===== src/rtl/matrix_op_initiator.sv =====
// Initiator for the start/busy/done handshake of a matrix arithmetic unit:
// takes one command, launches the unit, watches for done or timeout, returns the result.
package fp_arith_pkg;
  localparam int DATA_WIDTH = 32;
  localparam logic [DATA_WIDTH-1:0] FP_ZERO = '0;
endpackage

module matrix_op_initiator
  import fp_arith_pkg::*;
#(
  parameter int ROWS           = 4,
  parameter int COLS           = 4,
  parameter int TIMEOUT_CYCLES = 64,
  localparam int LW            = $clog2(TIMEOUT_CYCLES + 1)
) (
  input  logic                                             clk,
  input  logic                                             rst_n,
  input  logic                                             cmd_valid,
  output logic                                             cmd_ready,
  output logic                                             unit_start,
  input  logic                                             unit_busy,
  input  logic                                             unit_done,
  input  logic signed [ROWS-1:0][COLS-1:0][DATA_WIDTH-1:0] unit_result,
  output logic                                             resp_valid,
  input  logic                                             resp_ready,
  output logic                                             resp_error,
  output logic signed [ROWS-1:0][COLS-1:0][DATA_WIDTH-1:0] result_out,
  output logic [LW-1:0]                                    lat_cycles,
  output logic                                             spurious
);

  typedef enum logic [1:0] {IDLE, LAUNCH, WAIT, RESP} state_t;

  state_t        state;
  logic [LW-1:0] timer;
  logic [LW-1:0] timer_nxt;

  assign timer_nxt = timer + LW'(1);
  // Held low while reset is asserted even though the state already reads IDLE.
  assign cmd_ready = rst_n && (state == IDLE);

  always_ff @(posedge clk or negedge rst_n) begin
    if (!rst_n) begin
      state      <= IDLE;
      unit_start <= 1'b0;
      resp_valid <= 1'b0;
      resp_error <= 1'b0;
      result_out <= {(ROWS*COLS){FP_ZERO}};
      lat_cycles <= '0;
      spurious   <= 1'b0;
      timer      <= '0;
    end else begin
      if (unit_done && state != WAIT) spurious <= 1'b1;
      case (state)
        IDLE: begin
          // Start is registered so it is high for the whole LAUNCH cycle when the unit is free.
          if (cmd_valid) begin
            unit_start <= !unit_busy;
            state      <= LAUNCH;
          end
        end
        LAUNCH: begin
          if (unit_start) begin
            unit_start <= 1'b0;
            timer      <= '0;
            state      <= WAIT;
          end else if (!unit_busy) begin
            unit_start <= 1'b1;
          end
        end
        WAIT: begin
          if (timer != LW'(TIMEOUT_CYCLES)) timer <= timer_nxt;
          // Done on the final allowed cycle takes priority over the timeout.
          if (unit_done) begin
            result_out <= unit_result;
            resp_error <= 1'b0;
            lat_cycles <= timer_nxt;
            resp_valid <= 1'b1;
            state      <= RESP;
          end else if (timer_nxt == LW'(TIMEOUT_CYCLES)) begin
            resp_error <= 1'b1;
            lat_cycles <= LW'(TIMEOUT_CYCLES);
            resp_valid <= 1'b1;
            state      <= RESP;
          end
        end
        RESP: begin
          if (resp_ready) begin
            resp_valid <= 1'b0;
            state      <= IDLE;
          end
        end
        default: state <= IDLE;
      endcase
    end
  end

endmodule


===== config.mk =====
export PLATFORM = sky130hd
export DESIGN_NAME = matrix_op_initiator
export DESIGN_NICKNAME = d
export VERILOG_FILES = /design/src/rtl/matrix_op_initiator.sv
export SDC_FILE = /design/constraint.sdc
export NUM_CORES = 1
export LEC_CHECK = 0
export ABC_AREA = 1
export BUFFER_PORTS_ARGS = -buffer_cell sky130_fd_sc_hd__clkbuf_2
export CAP_MARGIN = 5
export CORE_AREA = 10 10 402 404
export CTS_BUF_LIST = sky130_fd_sc_hd__clkbuf_16
export CTS_CLUSTER_DIAMETER = 120
export DETAILED_ROUTE_END_ITERATION = 10
export DIE_AREA = 0 0 412 414
export RECOVER_POWER = 100
export SYNTH_ARGS = -nofsm -noshare
export SYNTH_HDL_FRONTEND = slang
export SYNTH_SLANG_ARGS = --single-unit

===== constraint.sdc =====
create_clock -name clk -period 2.3 [get_ports clk]
set_clock_uncertainty 0.05 [all_clocks]
set_input_delay 0.46 -clock clk [delete_from_list [all_inputs] [get_ports clk]]
set_output_delay 0.46 -clock clk [all_outputs]
set_load 0.01 [all_outputs]

# Yosys cells after proc, flatten, opt, wreduce, memory -nomap -nowiden
# Cells that the tools add are included.
# totals
ff_bits	532
in_bits	518
output_inout_bits	524
wordCells	69
# op_classes
add_sub_neg	1
eq_ne	11
n_mux	20
n_reduce_logical	14
# ops
op	count
$mux 7	4
$pmux 7 s2	1
$mux 2	5
$ne 2x2->1 const B	5
$pmux 2 s4	1
$reduce_bool 2->1	4
$add 7x1->7 const B	1
$eq 7x7->1 const B	1
$mux 1	7
$ne 7x7->1 const B	1
$reduce_and 2->1	3
$reduce_and 3->1	2
$eq 2x2->1 const B	2
$pmux 1 s2	2
$reduce_and 4->1	1
$ne 3x3->1 const B	1
$eq 2x1->1 const B	1
$logic_and 1x1->1	2
$logic_not 2->1	1
$logic_not 1->1	1

# Depth between registers and ports, before layout
# Gate-level depths: netlist of the first run.
# depth
depth_word	5
mapped_depth	11

# Worst setup path before layout of the first run
# Ideal clock, no wire load.
# synth_path
path_type	flip-flop to flip-flop
startpoint	register state[0]
endpoint	register timer[4]
setup_time_ns	0.124
arrival_time_ns	1.500
required_ns	2.126
slack_ns	0.627
path_stages_with_launch	10
n_path_buf	1
period_less_slack_ns	1.673
cell_sequence	dfrtp_1 -> inv_1 -> ha_1 -> inv_1 -> nor3_4 -> a21oi_4 -> and2_1 -> buf_6 -> nand2_1 -> o21ai_1
# synth_via
elab_chain_cells	3
# synth_lines
element	line_no	text
from (decl)	34	state_t state;
from (signal assigned)	44	state <= IDLE;
from (signal assigned)	59	state <= LAUNCH;
from (signal assigned)	66	state <= WAIT;
$eq 2x2->1 or $eq 2x1->1 (tied branches)	54	case (state)
$ne 2x2->1 (no line) or $reduce_bool 2->1 (tied branches)	n/a	
$reduce_and 3->1 (no line)	n/a	
to (signal assigned)	72	if (timer != LW'(TIMEOUT_CYCLES)) timer <= timer_nxt;
to (decl)	35	logic [LW-1:0] timer;
# Parallel ways exist; a longest one is shown, timed or not.
# A chain may end at the register's enable or synchronous reset.

# Worst setup path in the final report of the first run
# layout_path
startpoint	register state[0]
endpoint	register result_out[407] (netlist bit)
# layout_via
elab_chain_cells	2
# layout_lines
element	line_no	text
$eq 2x2->1	54	
$reduce_and 2->1 (no line)	n/a	
to (signal assigned)	48	result_out <= {(ROWS*COLS){FP_ZERO}};
to (signal assigned)	75	result_out <= unit_result;
to (decl)	27	output logic signed [ROWS-1:0][COLS-1:0][DATA_WIDTH-1:0] result_out,
# No other way between the ends.

==> run_results.csv, run 1 <==
group,metric,value,unit
status,status,"finished, final reports clean",
hold_path,min_path_type,"input port to flop",
worst_setup_path,worst-path-buf-inv,4,
worst_setup_path,end_kind,"flop",
worst_setup_path,slowest_delay,0.40,ns
die,dieArea,170600,sq um
timing,finalSetupViolCount,0,
die,boundaryPins,1042,
clock_tree,cts_sinks,532,
cells_and_area,fin_nets,4362,
power_and_ir_drop,clkPwrFrac,25.1,%
drt,postRouteAntennaNets,0,
clock_tree,cts-root-buf,"clkbuf_16",
die,dieWidth,412,um
timing,drv_slew,0,
cells_and_area,area_growth_syn_to_layout,70.72,%
grt,grt_max_degree,108,
drt,dr_total_vias,22200,
worst_setup_path,cpMaxStageDelayCell,"dfrtp_1",
worst_setup_path,critical_path_arrival,2.70,ns
timing,fin_crit_sh,94.30,%
worst_setup_path,startpoint_type,"flop",
hold_path,holdPathStages,3,
die,rows,144,
power_and_ir_drop,swShare,43.02,%
worst_setup_path,cp.required,2.84,ns
placement,hpwl,114.2,mm
timing,fin_crit,2.169,ns
worst_setup_path,crit_type,"flop to flop",
cells_and_area,multi_input_area,6284,sq um
synth,syn_avg_cell_area,8.780,sq um
worst_setup_path,path_cells,"inv_1, ha_1, nand2_4, clkbuf_4, buf_12, clkbuf_4, nand2_1, nand2_1",
timing,fin_tns_setup,0,ns
placement,pre_cts_slack,0.3578,ns
clock_tree,clkLatencyLatePin,0.66,ns
synth,yosysWarnings,0,
drt,viasPerCell,3.713,
worst_setup_path,worstReg2RegStart,"state[0]",
clock_tree,htree_levels,3,
drt,drc,0,
grt,grt_pass1_vias,22970,
timing,hold_viol_final,0,
timing,max_freq,0.4610,GHz
hold_path,min_from,"unit_result[282]",
timing,fin_ws,0.1310,ns
power_and_ir_drop,pwr-share-comb,38.0,%
placement,routabilityCongestion,0.9189,
cells_and_area,drive_above_1_share,17.26,%
die,coreArea,153300,sq um
worst_setup_path,r2r.worst_path.cells,8,
die,start_util,13.20,%
synth,yosysUniqueCellTypes,21,
power_and_ir_drop,ir_worst_vdd,0.6131,mV
worst_setup_path,path_delay_family,"buffers and inverters",
grt,antenna_found_initial,108,
synth,seq_area_frac_synth,65.76,%
cells_and_area,fillers,17060,
cells_and_area,final_core_util,22.54,%
drt,drt-total-wl,139.2,mm
cells_and_area,regArea,13310,sq um
drt,first_pass_iters,6,
worst_setup_path,worst-path-max-fanout,42,
worst_setup_path,cp.depth,8,
power_and_ir_drop,p_leak,17.61,nW
power_and_ir_drop,p_seq_share,36.9,%
drt,drt_iter0_markers,1446,
synth,ys_ff_latch,532,
timing,rsz0062_at_grt,"no",
clock_tree,cts_tree,"built",
timing,slew_headroom,0.6505,%
placement,port_buffers,1041,
clock_tree,cts_max_path_buffers,3,
grt,grt_use_total,15.67,%
timing,tightest_slew,1.490,ns
clock_tree,cts_buffers,69,
synth,synth_cells,2306,
clock_tree,postCtsSetupBuffers,0,
grt,grt_remaining_overflow,0,
grt,grt_pass1_wl,188.5,mm
synth,syn-num-nets,2830,
power_and_ir_drop,power.density,1270,nW/um^2
die,dieHeight,414,um
power_and_ir_drop,p_int,25.00,mW
power_and_ir_drop,switchingPower,18.88,mW
flow_run,drv_cap,0,
clock_tree,clkTransAtPathRegs,0.06,ns
worst_setup_path,critPathLaunch,"state[0]",
drt,wl_per_cell,23.28,um
synth,synth_area,20250,sq um
## power groups by stage
stage	clock network, mW	registers [mW]	logic, mW
after floorplan	0	17.8	5.51
after global placement	0	16.1	17.2
after detailed placement	0	16.2	17.3
after CTS	11.5	16.1	18.2
after global routing	11.8	16.7	18.7
final	11.0	16.2	16.7
## metrics by stage
stage	cells	hold slack (ns)	cell area [sq um]	total power, mW
finish	5979	0.05537	34560	43.88
global route	5958	0.02652	34510	47.17
CTS	5937	0.00004885	35300	45.85
detailed placement	5326	0.3010	28180	33.50
global placement	5326	0.2998	28180	33.31
floorplan	2306	0.1144	20250	23.26
## cells by family after synthesis
group	Yosys count	synth area share, %
buffers and inverters	136	3.232
adders and majority gates	6	0.3708
DFF	532	65.76
AOI/OAI and AO/OA	16	0.4759
xor gates and xnor gates	1	0.04327
and+or+nand+nor	1615	30.12
## cell usage in the layout, fill, tap and decap left out, drive strengths merged
cell / synthesis / final
nand2: 1591 / 1591
clkbuf: 5 / 1129
dfrtp: 532 / 532
dlygate4sd3: 0 / 485
diode: 0 / 42
inv: 21 / 40
buf: 110 / 32
clkinv: 0 / 26
nor2: 12 / 12
o21ai: 10 / 10
nand3: 8 / 8
bufinv: 0 / 7
ha: 6 / 6
clkinvlp: 0 / 4
a21oi: 4 / 4
o21bai: 2 / 2
xor2: 1 / 1
nor3b: 1 / 1
and3: 1 / 1
nor3: 1 / 1
and2: 1 / 1
## registers in the layout, summed over array words and instances, names as in the netlist
name	count
resp_valid	1
resp_error	1
unit_start	1
lat_cycles	7
state	2
timer	7
result_out	512
spurious	1
## synthesized netlist by cell type
cell,n,area (sq um)
nor3_4,1,16.27
a21oi_4,1,16.27
o21ai_1,8,40.04
nor3b_1,1,7.510
nand2_2,2,12.51
o21ai_0,2,10.01
nor2_1,12,45.04
dfrtp_1,532,13310
o21bai_1,2,15.01
buf_6,1,11.26
clkbuf_1,5,18.77
buf_2,109,545.5
ha_1,6,75.07
and2_1,1,6.260
xor2_1,1,8.760
inv_1,19,71.32
inv_2,2,7.510
a21oi_1,3,15.01
and3_1,1,6.260
nand2_1,1589,5964
nand3_1,8,40.04
## final cells by class
class / count / area share (%)
Timing Repair Buffer: 1576 / 28.78
Antenna cell: 42 / 0.3041
Clock buffer: 70 / 5.068
Sequential cell: 532 / 38.52
Tap cell: 2044 / 7.399
Inverter: 21 / 0.2498
Clock inverter: 56 / 1.502
Multi-Input combinational cell: 1638 / 18.18
## layer usage
metal | vias up | track usage, % | wire [um]
met4 | 2 | 5.129 | 5196
met2 | 1100 | 25.64 | 64620
met1 | 10710 | 17.62 | 52540
met3 | 331 | 7.817 | 16840
li1 | 10060 | - | -
met5 | - | 0 | 13
## worst min-delay path, cell delays in order
cell and delay (ns):
clkbuf_2 0.09, nand2_1 0.10, nand2_1 0.07
## path summary, 6_finish.rpt
check                           slack [ns]               to
max in group asynchronous             0.27  result_out[145]
worst min-delay path                  0.06  result_out[282]
worst min register to register        0.42    lat_cycles[2]
worst max-delay path                  0.13  result_out[407]
min in group asynchronous             0.21  result_out[128]
worst max register to register        0.13  result_out[407]
## what timing repair did
action,4_1_cts,5_1_grt
gates resized for setup,0,1
hold buffers,485,0
endpoints found under the setup margin,0,1
hold endpoints to repair,528,0
No activity file was read; power rests on OpenSTA's default activity.
==> run 2: changes to the inputs <==
Settings changed: ABC_AREA 1 to 0, CORE_AREA 10 10 402 404 to 10 10 392 394, DIE_AREA 0 0 412 414 to 0 0 402 404, SETUP_SLACK_MARGIN set to 0.5.
==> run_results.csv, run 2 <==
group,metric,value,unit
synth,synth_area,20400,sq um
cells_and_area,stdcell_count,6164,
worst_setup_path,startpoint_type,"flop",
worst_setup_path,worst-path-max-fanout,8,
synth,synth_top_area_share,65.26,%
cells_and_area,fin_nets,4647,
cells_and_area,most-common-layout-cells,"1311 x nand2_1, 522 x dfrtp_1, 521 x clkbuf_2",
drt,viasPerCell,4.021,
timing,whs,0.09064,ns
synth,synthTopCellsByCount,"1548 x nand2_1, 532 x dfrtp_1, 51 x clkbuf_1, 49 x buf_2, 12 x a21oi_1",
cells_and_area,layout_commonest_cell,"nand2_1",
clock_tree,cts_max_path_buffers,3,
cells_and_area,largest-register,"result_out",
worst_setup_path,critPathLaunch,"state[0]",
power_and_ir_drop,p_total,53.12,mW
power_and_ir_drop,clkPwrFrac,21.4,%
die,rows,140,
worst_setup_path,cp.required,2.79,ns
worst_setup_path,worstReg2RegStart,"state[0]",
synth,yosysWarnings,0,
clock_tree,cts-root-buf,"clkbuf_16",
synth,netlist_top_cells_area,"dfrtp_1 65%, nand2_1 28%, buf_2 1.2%, clkbuf_1 0.94%, buf_4 0.40%",
synth,yosysUniqueCellTypes,45,
power_and_ir_drop,ir_worst_vdd,0.7054,mV
drt,drc,0,
drt,first_pass_iters,5,
worst_setup_path,end_kind,"flop",
grt,grt_remaining_overflow,0,
placement,pre_cts_slack,0.2401,ns
timing,fin_crit_sh,95.97,%
cells_and_area,reg_top3,"result_out x512, lat_cycles x7, timer x7",
timing,drv_slew,0,
power_and_ir_drop,p_seq_share,31.1,%
synth,syn_avg_cell_area,8.854,sq um
timing,rsz0062_at_grt,"yes",
grt,antenna_found_initial,106,
power_and_ir_drop,switchingPower,22.20,mW
power_and_ir_drop,p_leak,20.62,nW
hold_path,min_from,"unit_result[318]",
grt,grt_pass1_vias,24100,
timing,hold_viol_final,0,
power_and_ir_drop,pwr-share-comb,47.5,%
flow_run,drv_cap,0,
synth,seq_area_frac_synth,65.26,%
placement,place_inst,5209,
timing,slew_headroom,45.79,%
drt,postRouteAntennaNets,0,
synth,synth_edf_count,0,
die,dieWidth,402,um
placement,hpwl,107.3,mm
die,dieArea,162400,sq um
timing,fin_ws,0.09275,ns
clock_tree,htree_levels,3,
grt,grt_max_degree,120,
timing,fin_tns_setup,0,ns
timing,tightest_slew,0.8132,ns
clock_tree,clkTransAtPathRegs,0.06,ns
cells_and_area,largest_register_ffs,512,
synth,synth_cells,2304,
grt,grt_use_total,16.57,%
status,status,"finished, final reports clean",
power_and_ir_drop,power.density,1288,nW/um^2
power_and_ir_drop,p_int,30.92,mW
die,coreArea,145400,sq um
timing,max_freq,0.4531,GHz
drt,drt_iter0_markers,1830,
clock_tree,cts_tree,"built",
cells_and_area,drive_above_1_share,29.15,%
synth,syn-num-nets,2828,
drt,wl_per_cell,25.08,um
synth,synthArstFlopShare,100.0,%
drt,drt-total-wl,154.6,mm
drt,dr_total_vias,24780,
synth,yosysMostFrequentCell,"nand2_1",
placement,port_buffers,1041,
synth,synthFlopType,"dfrtp_1",
clock_tree,clkLatencyLatePin,0.64,ns
hold_path,min_path_type,"input port to flop",
timing,finalSetupViolCount,0,
placement,routabilityCongestion,0.9448,
die,boundaryPins,1042,
worst_setup_path,crit_type,"flop to flop",
clock_tree,cts_buffers,71,
worst_setup_path,critical_path_arrival,2.70,ns
synth,synth_largest_area_cell,"dfrtp_1",
synth,ys_ff_latch,532,
timing,fin_crit,2.207,ns
grt,grt_pass1_wl,191.8,mm
die,start_util,14.03,%
cells_and_area,area_growth_syn_to_layout,102.2,%
die,dieHeight,404,um
power_and_ir_drop,swShare,41.79,%
clock_tree,cts_sinks,532,
## run 2: cell count changes in the layout (fill, tap and decap cells not counted), moves of 38 or more
cell       change
buf_16        +56
buf_6         +48
clkbuf_16     +64
buf_8         +38
buf_4         +42
buf_12        +46
nand2_1      -279
nand2_2      +201
## run 2: path summary, 6_finish.rpt
| check | end | slack, ns | depth (start not counted) |
|---|---|---|---|
| setup / recovery | result_out[39] | 0.09 | 13 |
| hold / removal | result_out[318] | 0.09 | 3 |
| setup reg to reg | result_out[39] | 0.09 | 13 |
| hold reg to reg | spurious | 0.41 | 1 |
| max in group asynchronous | result_out[57] | 0.37 | 4 |
| min in group asynchronous | result_out[421] | 1.01 | 3 |
## run 2: what timing repair did
action / in CTS / in global routing
buffers inserted: 41 / 82
setup endpoints to repair: 638 / 641
pin swaps: 5 / 74
resized for setup: 103 / 808
hold endpoints to repair: 762 / 4
cloned: 34 / 90
hold buffers: 507 / 4
## run 2: cell type report
cell class | count | area [sq um]
diodes | 69 | 172.7
clock buffers | 72 | 1802
clock inverters | 56 | 533.0
fillers | 15310 | 104100
inverters | 11 | 43.79
multi-input cells | 1639 | 7435
flip-flops and latches | 532 | 13330
well taps | 1917 | 2399
repair buffers | 1868 | 15540
## run 2: layer usage
| metal | share of wire, % | GRT usage, % | vias to the layer above |
|---|---|---|---|
| met2 | 47 | 27.86 | 1472 |
| li1 | - | - | 10770 |
| met1 | 36 | 18.21 | 12030 |
| met3 | 12 | 7.990 | 497 |
| met4 | 4.9 | 5.638 | 14 |
| met5 | 0.059 | 0 | - |
## run 2: power by group through the flow
| stage | Clock [mW] | Sequential (mW) | Combinational, mW |
|---|---|---|---|
| floorplan | 0 | 17.9 | 5.78 |
| global placement | 0 | 16.1 | 17.5 |
| detailed placement | 0 | 16.3 | 17.8 |
| CTS | 11.8 | 16.2 | 21.3 |
| global route | 12.1 | 16.9 | 27.2 |
| finish | 11.4 | 16.5 | 25.2 |
## run 2: kinds of logic (layout without fill, tap and decap cells)
logic type	Yosys count	in the layout	synth area share, %
mux	6	6	0.3680
xor+xnor	2	2	0.08588
compound gates	42	42	1.417
other cells	0	69	0
simple gates	1583	1583	29.48
buf+inv	133	2007	3.024
fa+ha+maj	6	6	0.3680
flops	532	532	65.26
## run 2: metrics by stage
| stage | instance area [sq um] | util [%] |
|---|---|---|
| after floorplan | 20400 | - |
| after global placement | 28310 | 19.47 |
| after detailed placement | 28310 | 19.47 |
| after CTS | 37540 | 25.82 |
| after global routing | 41170 | 28.32 |
| final | 41250 | 28.37 |
## run 2: worst max-delay path, cell delays in order (launching register included)
cell and delay [ns]:
dfrtp_1 0.39, inv_1 0.15, clkbuf_4 0.17, buf_6 0.10
ha_4 0.15, buf_6 0.11, buf_6 0.10, nand2_8 0.10
buf_16 0.19, buf_4 0.15, buf_12 0.13, clkbuf_16 0.16
nand2_1 0.07, nand2_1 0.05
==> run 3: changes to the inputs <==
Settings changed: REMOVE_ABC_BUFFERS set to 1.
==> run_results.csv, run 3 (synthesis gave the netlist of run 2 again) <==
group,metric,value,unit
status,status,"finished with violations",
status,violations,"design-rule violations",
drt,dr_total_vias,22640,
die,start_util,14.03,%
grt,grt_pass1_vias,23180,
timing,finalSetupViolCount,0,
cells_and_area,final_core_util,24.77,%
drt,viasPerCell,3.843,
placement,hpwl,107.3,mm
drt,postRouteAntennaNets,0,
placement,pre_cts_slack,0.2811,ns
die,dieWidth,402,um
drt,first_pass_iters,9,
die,dieArea,162400,sq um
timing,fin_crit_sh,92.65,%
cells_and_area,fin_nets,4415,
power_and_ir_drop,pwr-share-comb,40.8,%
worst_setup_path,startpoint_type,"flop",
drt,wl_per_cell,24.27,um
die,dieHeight,404,um
clock_tree,clkLatencyLatePin,0.66,ns
timing,drv_slew,0,
timing,fin_crit,2.131,ns
cells_and_area,largest_register_ffs,512,
die,coreArea,145400,sq um
clock_tree,cts_tree,"built",
worst_setup_path,worst-path-max-fanout,7,
clock_tree,cts_buffers,73,
drt,drt_iter0_markers,1664,
placement,port_buffers,1041,
cells_and_area,largest-register,"result_out",
timing,rsz0062_at_grt,"yes",
die,rows,140,
die,boundaryPins,1042,
timing,slew_headroom,21.29,%
clock_tree,cts_max_path_buffers,3,
placement,routabilityCongestion,0.9174,
cells_and_area,area_growth_syn_to_layout,76.55,%
clock_tree,clkTransAtPathRegs,0.06,ns
grt,grt_pass1_wl,191.6,mm
power_and_ir_drop,clkPwrFrac,24.6,%
power_and_ir_drop,switchingPower,20.15,mW
power_and_ir_drop,p_int,27.26,mW
worst_setup_path,r2r_slack,0.17,ns
cells_and_area,layout_commonest_cell,"nand2_1",
flow_run,drv_cap,0,
worst_setup_path,cp.required,2.84,ns
drt,drt-total-wl,143.0,mm
drt,drc,3,
timing,fin_ws,0.1691,ns
cells_and_area,reg_top3,"result_out x512, lat_cycles x7, timer x7",
grt,grt_use_total,16.68,%
worst_setup_path,critical_path_arrival,2.67,ns
power_and_ir_drop,p_seq_share,34.6,%
grt,grt_remaining_overflow,0,
timing,max_freq,0.4693,GHz
power_and_ir_drop,p_leak,18.31,nW
cells_and_area,most-common-layout-cells,"1530 x nand2_1, 529 x clkbuf_2, 529 x dfrtp_1",
power_and_ir_drop,power.density,1316,nW/um^2
grt,grt_max_degree,103,
worst_setup_path,end_kind,"flop",
cells_and_area,drive_above_1_share,20.61,%
power_and_ir_drop,swShare,42.50,%
clock_tree,cts_sinks,532,
clock_tree,cts-root-buf,"clkbuf_16",
hold_path,min_path_type,"input port to flop",
timing,tightest_slew,1.181,ns
timing,hold_viol_final,0,
power_and_ir_drop,ir_worst_vdd,0.5791,mV
worst_setup_path,crit_type,"flop to flop",
clock_tree,htree_levels,3,
grt,antenna_found_initial,44,
-- run 3: worst paths after layout --
path	from	to	cells after the start
hold / removal	unit_result[282]	result_out[282]	3
hold reg to reg	spurious	spurious	1
setup / recovery	state[1]	result_out[64]	9
max in group asynchronous	rst_n	result_out[155]	4
setup reg to reg	state[1]	result_out[64]	9
min in group asynchronous	rst_n	result_out[345]	3
-- run 3: layout make-up --
cell class | count | area [sq um]
flip-flops and latches | 532 | 13320
repair buffers | 1633 | 11190
diodes | 25 | 62.56
clock buffers | 74 | 1852
fillers | 15940 | 109400
multi-input cells | 1640 | 6589
inverters | 11 | 41.29
well taps | 1917 | 2399
clock inverters | 59 | 570.5
-- run 3: critical path: stages (launching register included) --
cell and delay [ns]:
dfrtp_1 0.39, buf_4 0.15, ha_1 0.23, inv_1 0.11
nor2_4 0.15, buf_4 0.13, buf_8 0.14, clkbuf_2 0.35
nand2_1 0.25, nand2_1 0.11
-- run 3: per-stage QoR --
stage	cells	power (mW)	hold slack, ns	area (sq um)	TNS [ns]
floorplan	2182	23.93	0.1144	19820	-4485.21
global placement	5197	33.81	0.2898	28200	0
detailed placement	5197	34.01	0.2859	28200	0
CTS	5834	48.86	0.001152	36390	0
global route	5875	50.65	0.00004652	35980	0
finish	5891	47.41	0.03239	36020	0
-- run 3: routing by layer --
metal / vias to the layer above / share of wire (%) / track usage [%]
met5: - / 0.043 / 0
met3: 237 / 10 / 6.770
met2: 1052 / 48 / 28.04
met1: 11110 / 39 / 19.27
met4: 10 / 3.5 / 5.260
li1: 10240 / - / -
-- run 3: power by group through the flow --
stage	Sequential [mW]	Combinational (mW)	Clock, mW
3_5_place_dp	16.4	17.6	0
3_3_place_gp	16.3	17.5	0
6_report	16.4	19.4	11.7
5_1_grt	16.9	21.3	12.4
4_1_cts	16.4	20.4	12.1
2_1_floorplan	18.5	5.45	0
-- run 3: timing repair --
item                                    CTS  global route
pin swaps                                 3             2
endpoints found under the setup margin  588           646
gates cloned                             24             5
gates resized for setup                  66           264
hold endpoints to repair                554             1
setup buffers                            31            26
hold buffers                            449             1
